==> src/rtl/write_fifo_buff_pkg.sv <==
// -----------------------------------------------------------------------------
// write_fifo_buff_pkg
//   Shared UART buffer definitions. The RX buffer reuses the default data
//   width and FIFO sizing, so these values live here and not in the FIFO.
//
//   Contents:
//     UART_DATA_WIDTH       default payload width (one UART character)
//     FIFO_DEPTH_DEFAULT    default number of queued words
//     FIFO_AF_LEVEL_DEFAULT default almost-full threshold
//     fifo_op_t             per-cycle operation decode (push / pop / flush)
//     ptr_width()           pointer width for a given depth (one extra wrap bit)
// -----------------------------------------------------------------------------
package write_fifo_buff_pkg;

    localparam int UART_DATA_WIDTH       = 8;
    localparam int FIFO_DEPTH_DEFAULT    = 8;
    localparam int FIFO_AF_LEVEL_DEFAULT = 6;

    // Operations that can occur on one clock edge.
    typedef struct packed {
        logic push;
        logic pop;
        logic flush;
    } fifo_op_t;

    // Pointers carry one bit beyond the address. That bit separates the
    // full condition from the empty condition when the low bits are equal.
    function automatic int ptr_width(input int depth);
        return $clog2(depth) + 1;
    endfunction

endpackage

==> src/rtl/write_fifo_buff_mem.sv <==
// -----------------------------------------------------------------------------
// write_fifo_buff_mem
//   DEPTH x DATA_WIDTH register array used as FIFO storage.
//   Each entry has its own write enable and is never reset. The read port
//   is combinational so the FIFO head appears with first-word fall-through.
//
//   Ports:
//     clk      in   1            system clock, rising edge
//     wr_en    in   1            write wr_data into entry wr_addr
//     wr_addr  in   ADDR_W       write address
//     wr_data  in   DATA_WIDTH   write data
//     rd_addr  in   ADDR_W       read address
//     rd_data  out  DATA_WIDTH   entry at rd_addr (combinational)
// -----------------------------------------------------------------------------
module write_fifo_buff_mem #(
    parameter int DATA_WIDTH = 8,
    parameter int DEPTH      = 8,
    parameter int ADDR_W     = 3
) (
    input  logic                  clk,
    input  logic                  wr_en,
    input  logic [ADDR_W-1:0]     wr_addr,
    input  logic [DATA_WIDTH-1:0] wr_data,
    input  logic [ADDR_W-1:0]     rd_addr,
    output logic [DATA_WIDTH-1:0] rd_data
);

    logic [DATA_WIDTH-1:0] entry_word [DEPTH];

    // Each entry is its own register. That keeps every storage element
    // driven by exactly one process.
    generate
        for (genvar gi = 0; gi < DEPTH; gi++) begin : g_entry
            logic [DATA_WIDTH-1:0] entry_reg;

            always_ff @(posedge clk) begin
                if (wr_en && (wr_addr == ADDR_W'(gi))) begin
                    entry_reg <= wr_data;
                end
            end

            assign entry_word[gi] = entry_reg;
        end
    endgenerate

    assign rd_data = entry_word[rd_addr];

endmodule

==> src/rtl/write_fifo_buff.sv <==
// -----------------------------------------------------------------------------
// write_fifo_buff
//   Multi-entry write buffer between the host write path and the UART TX
//   serializer. It queues up to DEPTH words and uses valid/ready on both
//   sides. The head word falls through to data_o. Push and pop can occur in
//   the same cycle for full throughput.
//
//   Ports:
//     clk          in   1             system clock, rising edge
//     rstn         in   1             asynchronous active-low reset
//     flush        in   1             synchronous clear of all entries
//     data_i       in   DATA_WIDTH    write data
//     valid_in     in   1             write request
//     ready_in     out  1             buffer can accept a word (not full)
//     data_o       out  DATA_WIDTH    head-of-queue data
//     valid_out    out  1             head valid (not empty)
//     ready_out    in   1             TX serializer accepts the head word
//     start        out  1             one pulse per word popped
//     count        out  ADDR_W+1      occupancy, 0..DEPTH
//     almost_full  out  1             count >= AF_LEVEL
// -----------------------------------------------------------------------------
module write_fifo_buff
    import write_fifo_buff_pkg::*;
#(
    parameter int DATA_WIDTH = UART_DATA_WIDTH,
    parameter int DEPTH      = FIFO_DEPTH_DEFAULT,     // power of 2, >= 2
    parameter int AF_LEVEL   = FIFO_AF_LEVEL_DEFAULT   // 1..DEPTH
) (
    input  logic                   clk,
    input  logic                   rstn,
    input  logic                   flush,
    input  logic [DATA_WIDTH-1:0]  data_i,
    input  logic                   valid_in,
    output logic                   ready_in,
    output logic [DATA_WIDTH-1:0]  data_o,
    output logic                   valid_out,
    input  logic                   ready_out,
    output logic                   start,
    output logic [$clog2(DEPTH):0] count,
    output logic                   almost_full
);

    localparam int ADDR_W = $clog2(DEPTH);
    localparam int PTR_W  = ptr_width(DEPTH);

    localparam logic [PTR_W-1:0] PTR_ONE   = PTR_W'(1);
    localparam logic [PTR_W-1:0] AF_THRESH = PTR_W'(AF_LEVEL);
    // XOR of the two pointers when the buffer is full: wrap bits differ and
    // the address bits are equal.
    localparam logic [PTR_W-1:0] FULL_XOR  = {1'b1, {ADDR_W{1'b0}}};

    logic [PTR_W-1:0] wr_ptr_reg, wr_ptr_next;
    logic [PTR_W-1:0] rd_ptr_reg, rd_ptr_next;
    logic [PTR_W-1:0] count_reg,  count_next;

    logic     empty;
    logic     full;
    fifo_op_t op;

    // ------------------------------------------------------------------
    // Flag decode. Only registered pointers feed these flags, so no
    // combinational path runs from valid_in to ready_in.
    // ------------------------------------------------------------------
    assign empty = (wr_ptr_reg == rd_ptr_reg);
    assign full  = ((wr_ptr_reg ^ rd_ptr_reg) == FULL_XOR);

    assign ready_in    = ~full;
    assign valid_out   = ~empty;
    assign almost_full = (count_reg >= AF_THRESH);
    assign count       = count_reg;

    // While full, ready_in is low even if a pop happens this cycle. The
    // freed slot becomes writable on the next cycle.
    assign op.push  = valid_in  & ~full;
    assign op.pop   = ready_out & ~empty;
    assign op.flush = flush;

    // The handshake completes during a flush too, so start still pulses.
    assign start = op.pop;

    // ------------------------------------------------------------------
    // Next-state logic
    // ------------------------------------------------------------------
    always_comb begin
        wr_ptr_next = wr_ptr_reg;
        rd_ptr_next = rd_ptr_reg;
        count_next  = count_reg;

        if (op.flush) begin
            // Flush takes priority over any push or pop this cycle.
            wr_ptr_next = '0;
            rd_ptr_next = '0;
            count_next  = '0;
        end else begin
            if (op.push) begin
                wr_ptr_next = wr_ptr_reg + PTR_ONE;
            end
            if (op.pop) begin
                rd_ptr_next = rd_ptr_reg + PTR_ONE;
            end
            case ({op.push, op.pop})
                2'b10:   count_next = count_reg + PTR_ONE;
                2'b01:   count_next = count_reg - PTR_ONE;
                default: count_next = count_reg;
            endcase
        end
    end

    always_ff @(posedge clk or negedge rstn) begin
        if (!rstn) begin
            wr_ptr_reg <= '0;
            rd_ptr_reg <= '0;
            count_reg  <= '0;
        end else begin
            wr_ptr_reg <= wr_ptr_next;
            rd_ptr_reg <= rd_ptr_next;
            count_reg  <= count_next;
        end
    end

    // ------------------------------------------------------------------
    // Storage. A flushed push is dropped, so the write is gated as well.
    // ------------------------------------------------------------------
    write_fifo_buff_mem #(
        .DATA_WIDTH (DATA_WIDTH),
        .DEPTH      (DEPTH),
        .ADDR_W     (ADDR_W)
    ) u_mem (
        .clk     (clk),
        .wr_en   (op.push & ~op.flush),
        .wr_addr (wr_ptr_reg[ADDR_W-1:0]),
        .wr_data (data_i),
        .rd_addr (rd_ptr_reg[ADDR_W-1:0]),
        .rd_data (data_o)
    );

endmodule

==> config.mk <==
export PLATFORM = sky130hd
export DESIGN_NAME = write_fifo_buff
export DESIGN_NICKNAME = d
export VERILOG_FILES = /design/src/rtl/write_fifo_buff_pkg.sv /design/src/rtl/write_fifo_buff_mem.sv /design/src/rtl/write_fifo_buff.sv
export SDC_FILE = /design/constraint.sdc
export NUM_CORES = 1
export LEC_CHECK = 0
export CAP_MARGIN = 30
export CORE_ASPECT_RATIO = 0.9
export CORE_UTILIZATION = 45
export CTS_BUF_LIST = sky130_fd_sc_hd__clkbuf_4 sky130_fd_sc_hd__clkbuf_8
export DETAILED_ROUTE_END_ITERATION = 7
export HOLD_SLACK_MARGIN = 0.06
export PLACE_DENSITY_LB_ADDON = 0.1
export SLEW_MARGIN = 30
export SYNTH_ARGS = -nofsm -noshare
export SYNTH_HDL_FRONTEND = slang
export SYNTH_SLANG_ARGS = --single-unit
==> constraint.sdc <==
create_clock -name clk -period 2.25 [get_ports clk]
set_input_delay 0.45 -clock clk [delete_from_list [all_inputs] [get_ports clk]]
set_output_delay 0.45 -clock clk [all_outputs]
set_load 0.02 [all_outputs]
After elaboration in Yosys (flattened, before gate mapping)
Cells that the tools add are included.
{ "op_classes": {"addsub": 4, "magnitude_cmp": 2, "div_mod_pow": 0, "n_reduce_logical": 12, "n_eq_ne": 11, "muxes": 9, "bitwise": 8, "n_shift": 0, "mul": 0} }
{ "op_table": {"columns": ["cell", "count"], "rows": [
  ["binary-select mux 8 bit (select 3 bit)", 1],
  ["two-way mux 4 bit", 5],
  ["two-way mux 8 bit", 2],
  ["adder 4 x 1 -> 4 bit (second input constant)", 3],
  ["== test 3 bit (second input constant)", 4],
  ["logical AND 1 bit", 8],
  ["one-hot mux 4 bit (2 select lines)", 1],
  ["== test 3 x 2 -> 1 bit (second input constant)", 2],
  ["== test 4 bit", 1],
  ["== test 4 bit (second input constant)", 1],
  ["greater-or-equal comparator 4 x 3 -> 1 bit (second input constant)", 1],
  ["greater-or-equal comparator 4 bit (second input constant)", 1],
  ["NOT 3 -> 4 bit", 1],
  ["nonzero test 2 bit", 2],
  ["subtractor 4 x 1 -> 4 bit (second input constant)", 1],
  ["XOR 4 bit", 1],
  ["bitwise AND 1 bit", 3],
  ["== test 3 x 1 -> 1 bit (second input constant)", 1],
  ["zero test 3 bit", 1],
  ["NOT 1 bit", 3],
  ["nonzero test 3 bit", 1],
  ["== test 2 x 1 -> 1 bit (second input constant)", 1],
  ["== test 2 bit (second input constant)", 1]
]} }
{ "totals": {"ff_bits": 76, "rom_bits": 0, "word_cells": 57, "memories": 0, "inputBits": 13, "out_inout_bits": 16, "latchBits": 0, "mem_bits_rw": 0} }

Depth between registers and ports, before layout
{ "depth": {"depth_word": 7, "depth_mapped": 10, "depth_no_buf": 8} }

Hierarchy
A second synthesis with hierarchy kept.
{ "unflattened": {"hier_cells": 188, "hier_area_um2": 3315.7} }
{ "by_module_without_submodules": {"columns": ["mod", "cells_per_inst", "area_per_inst_um2", "instances"], "rows": [
  ["write_fifo_buff_mem", 106, 2531.2, 1],
  ["write_fifo_buff", 82, 784.5, 1]
]} }

Worst setup path before layout
No wires, ideal clock.
{ "synth_timing": {"kind": "reg2reg", "startpoint": "register rd_ptr_reg[1]", "endpoint": "register count_reg[2] (netlist: count[2])", "arrival_time_ns": 2.278, "setup_time_ns": 0.125, "synth_period_minus_slack_ns": 2.403, "required_time_ns": 2.125, "path_stages_with_launch": 9, "slack_ns": -0.153, "cell_sequence": "dfrtp_1 buf_6 xor2_4 o41ai_4 nor2_1 fa_1 xnor2_1 nor2_1 mux2_4"} }
{ "synth_via": {"elab_chain_len": 7, "word_cells_on_any_way": 12} }
{ "synth_lines": {"columns": ["item", "line_no", "text"], "rows": [
  ["from (decl)", "write_fifo_buff.sv:53", "logic [PTR_W-1:0] rd_ptr_reg, rd_ptr_next;"],
  ["from (signal assigned)", "write_fifo_buff.sv:116", "rd_ptr_reg <= rd_ptr_next;"],
  ["XOR 4 bit", "write_fifo_buff.sv:65", "assign full = ((wr_ptr_reg ^ rd_ptr_reg) == FULL_XOR);"],
  ["== test 4 bit", "write_fifo_buff.sv:65", null],
  ["NOT 1 bit", "write_fifo_buff.sv:74", "assign op.push = valid_in & ~full;"],
  ["bitwise AND 1 bit", "write_fifo_buff.sv:74", null],
  ["== test 2 x 1 -> 1 bit / == test 2 bit (equally long branches)", "write_fifo_buff.sv:101", "case ({op.push, op.pop})"],
  ["one-hot mux 4 bit (2 select lines)", "write_fifo_buff.sv:101", null],
  ["two-way mux 4 bit", "write_fifo_buff.sv:89", "if (op.flush) begin"],
  ["to (signal assigned)", "write_fifo_buff.sv:117", "count_reg <= count_next;"],
  ["to (decl)", "write_fifo_buff.sv:54", "logic [PTR_W-1:0] count_reg, count_next;"]
]} }
Parallel ways exist; a longest one is shown, timed or not.
A chain may end at the register's enable or synchronous reset.

Worst setup path after layout
{ "layout_timing": {"startpoint": "register rd_ptr_reg[0]", "endpoint": "register count_reg[3] (netlist: count[3])"} }
Same word-level chain as after synthesis.

==> impl_metrics.csv <==
group,metric,value,unit
status,status,"finished, violations left",
status,violations,"setup timing",
power_and_ir_drop,pwr-share-comb,26.1,%
global_route,grt_pass1_vias,2101,
global_route,grt_use_total,19.85,%
setup_path,timing.rr.end,"count[3]",
global_route,grt_pass1_wl,11.14,mm
detailed_routing,wire_per_inst,19.15,µm
die,dieHeight,84.63,µm
sta,setup_viol,60,
detailed_routing,detail-route-antenna-nets,0,
setup_path,ff2ff_path_depth,9,
yosys,synthDistinctLibCells,38,
setup_path,crit_required,2.47,ns
global_route,antenna_found_initial,0,
setup_path,reg2reg_slack,-0.13,ns
setup_path,cp_num_buf_inv,1,
cells_and_area,stdcell_count,365,
sta,rsz0062_at_grt,"yes",
yosys,netlist_top_cells_area,"edfxtp_1 (56%), dfrtp_1 (8.8%), mux4_2 (7.3%)",
yosys,netlist_area,0.003413,mm²
power_and_ir_drop,switchingPower,0.0009544,W
clock_network,clkSinkCount,76,
global_route,grtUsageMet3,5.978,%
detailed_routing,drt_iter0_markers,93,
global_route,grt_overflow,0,
power_and_ir_drop,seqPwrFrac,47.2,%
yosys,synth-edff-count,64,
global_route,use_met2,32.65,%
sta,hold_viol,0,
detailed_routing,viasPerCell,5.356,
setup_path,cp.arrival,2.60,ns
cells_and_area,n_antenna_cell,0,
cells_and_area,fillers,534,
sta,slew_headroom,59.64,%
yosys,postSynthCellCount,194,
die,dieWidth,93.81,µm
setup_path,crit_fanout,4,
global_route,gr-usage-met1,25.81,%
yosys,synth_area_leader_cell,"edfxtp_1",
setup_path,cp_top_family,"compound AO/OA/AOI/OAI gates",
cells_and_area,largest_register_ffs,64,
clock_network,cts_tree,"done",
yosys,synth_common_cells,"edfxtp_1 (64), dfrtp_1 (12), mux4_2 (11)",
detailed_routing,firstDrtPassIters,5,
worst_hold_path,worstHoldPathType,"input pin to async pin",
placed_design,pre_cts_slack,-0.1768,ns
sta,setup-tns-final,-1.754,ns
yosys,avgSynthCellArea,17.59,µm²
sta,whs,0.4719,ns
die,core,0.007184,mm²
power_and_ir_drop,p_leak,1.638,nW
yosys,ys_seq_area_share,65.10,%
placed_design,placedCellCount,340,
setup_path,timing.rr.start,"rd_ptr_reg[0]",
setup_path,critPathLaunch,"rd_ptr_reg[0]",
sta,period_share,105.6,%
detailed_routing,vias,1955,
die,floorplan.rows,29,
clock_network,numCtsBuffers,9,
yosys,yosysWarnings,0,
setup_path,path_class,"register to register",
die,io_pins,29,
clock_network,cts_buffer_depth,2,
global_route,grt-busiest-layer,"met2",
yosys,synth_top_area_share,56.30,%
clock_network,clk_pin_slew,0.09,ns
sta,setup_ws,-0.1269,ns
sta,clock.fmax,420.7,MHz
detailed_routing,wl,6.989,mm
yosys,ys_seq_elements,76,
power_and_ir_drop,ir_drop,0.0004393,V
power_and_ir_drop,clkPwrFrac,26.7,%
run,drv_cap,0,
setup_path,slowest_stage,"o41a_1",
setup_path,cp_common_cell,"a21o_1",
cells_and_area,area_delta_synth_final,30.10,%
detailed_routing,drc,0,
yosys,synth_most_common_cell,"edfxtp_1",
placed_design,hpwl,4.775,mm
global_route,grt_max_degree,20,
cells_and_area,nets,290,
setup_path,worstSetupStartpointType,"register",
die,start_util,47.51,%
cells_and_area,drive_gt1_share,39.34,%
yosys,synth_ff_type,"edfxtp_1",
sta,finClkSkew,0.01191,ns
setup_path,endpoint_kind,"register",
clock_network,cts-root-buf,"clkbuf_8",
setup_path,crit_chain,"buf_6 > xor2_4 > o41a_1 > nor2_4 > ha_4 > a21o_1 > a21o_1 > o211ai_1 > nand4_1",
placed_design,portBuffers,28,
yosys,async_flop_share,15.79,%
power_and_ir_drop,p_int,0.002487,W
clock_network,clock_latency,0.35,ns
sta,min_period,2.377,ns
setup_path,max_stage_delay,0.49,ns
power_and_ir_drop,switching_share,27.73,%
cells_and_area,postLayoutCoreUtil,61.81,%
clock_network,htreeDepth,3,
power_and_ir_drop,p_per_area,775.0,mW/mm²
placed_design,globalplace.congestion,0.7395,
sta,tightest_slew,0.6035,ns
sta,slew_violations,0,
yosys,syn_nets,217,
die,dieArea,0.007938,mm²
## kinds of logic after synthesis
logic type / synth area share (%)
DFF: 65.10
buffers and inverters: 2.163
muxes: 14.92
xor gates and xnor gates: 3.629
adders and majority gates: 3.886
and+or+nand+nor: 5.902
AOI/OAI and AO/OA: 4.399
## cell usage in the layout, fill, tap and decap left out, drive strengths merged, types with 6 or more instances in the layout
cell           count
clkdlybuf4s50     17
dfrtp             12
mux4              16
and2               8
mux2              10
edfxtp            64
inv                6
a21oi              7
nor2               8
clkbuf            11
buf               52
ha                 9
nand2              6
## power groups by stage
| stage | Sequential [W] | Clock (W) | Combinational (W) |
|---|---|---|---|
| 2_1_floorplan | 0.00166 | 0 | 0.000454 |
| 3_3_place_gp | 0.00164 | 0 | 0.000758 |
| 3_5_place_dp | 0.00165 | 0 | 0.000777 |
| 4_1_cts | 0.00162 | 0.000949 | 0.000856 |
| 5_1_grt | 0.00163 | 0.000999 | 0.000966 |
| 6_report | 0.00162 | 0.000920 | 0.000899 |
## layer usage
metal | part of all wire, % | up-vias
li1 | - | 894
met1 | 43 | 1009
met2 | 52 | 33
met3 | 3.4 | 19
met4 | 1.5 | 0
met5 | 0 | -
## per-stage QoR
stage / instance area (µm²) / power [W]
after floorplan: 3448 / 0.002110
after global placement: 4116 / 0.002401
after detailed placement: 4116 / 0.002424
after CTS: 4399 / 0.003428
after global routing: 4441 / 0.003595
final: 4441 / 0.003441
## worst max path at each step
stage           endpoint  slack, ns  cells after the start
2_1_floorplan   count[2]      -0.05                      8
3_3_place_gp   data_o[4]      -0.13                      4
3_5_place_dp    count[3]      -0.18                      9
4_1_cts        data_o[4]      -0.17                      5
5_1_grt         count[3]      -0.23                      9
6_report        count[3]      -0.13                      9
## repair_timing
action / CTS / global route
resized for setup: 64 / 16
setup buffers: 6 / 3
setup endpoints to repair: 13 / 33
pin swaps: 6 / 0
hold buffers: 0 / 0
## final cells by class
cell class	instances	area (µm²)	share of cell area [%]
Inverter	5	21.27	0.4790
Timing Repair Buffer	71	726.9	16.37
Clock inverter	7	52.55	1.183
Clock buffer	9	123.9	2.790
Multi-Input combinational cell	104	1174	26.43
Sequential cell	76	2226	50.13
Tap cell	93	116.4	2.620
(Power assumes the default switching activity.)
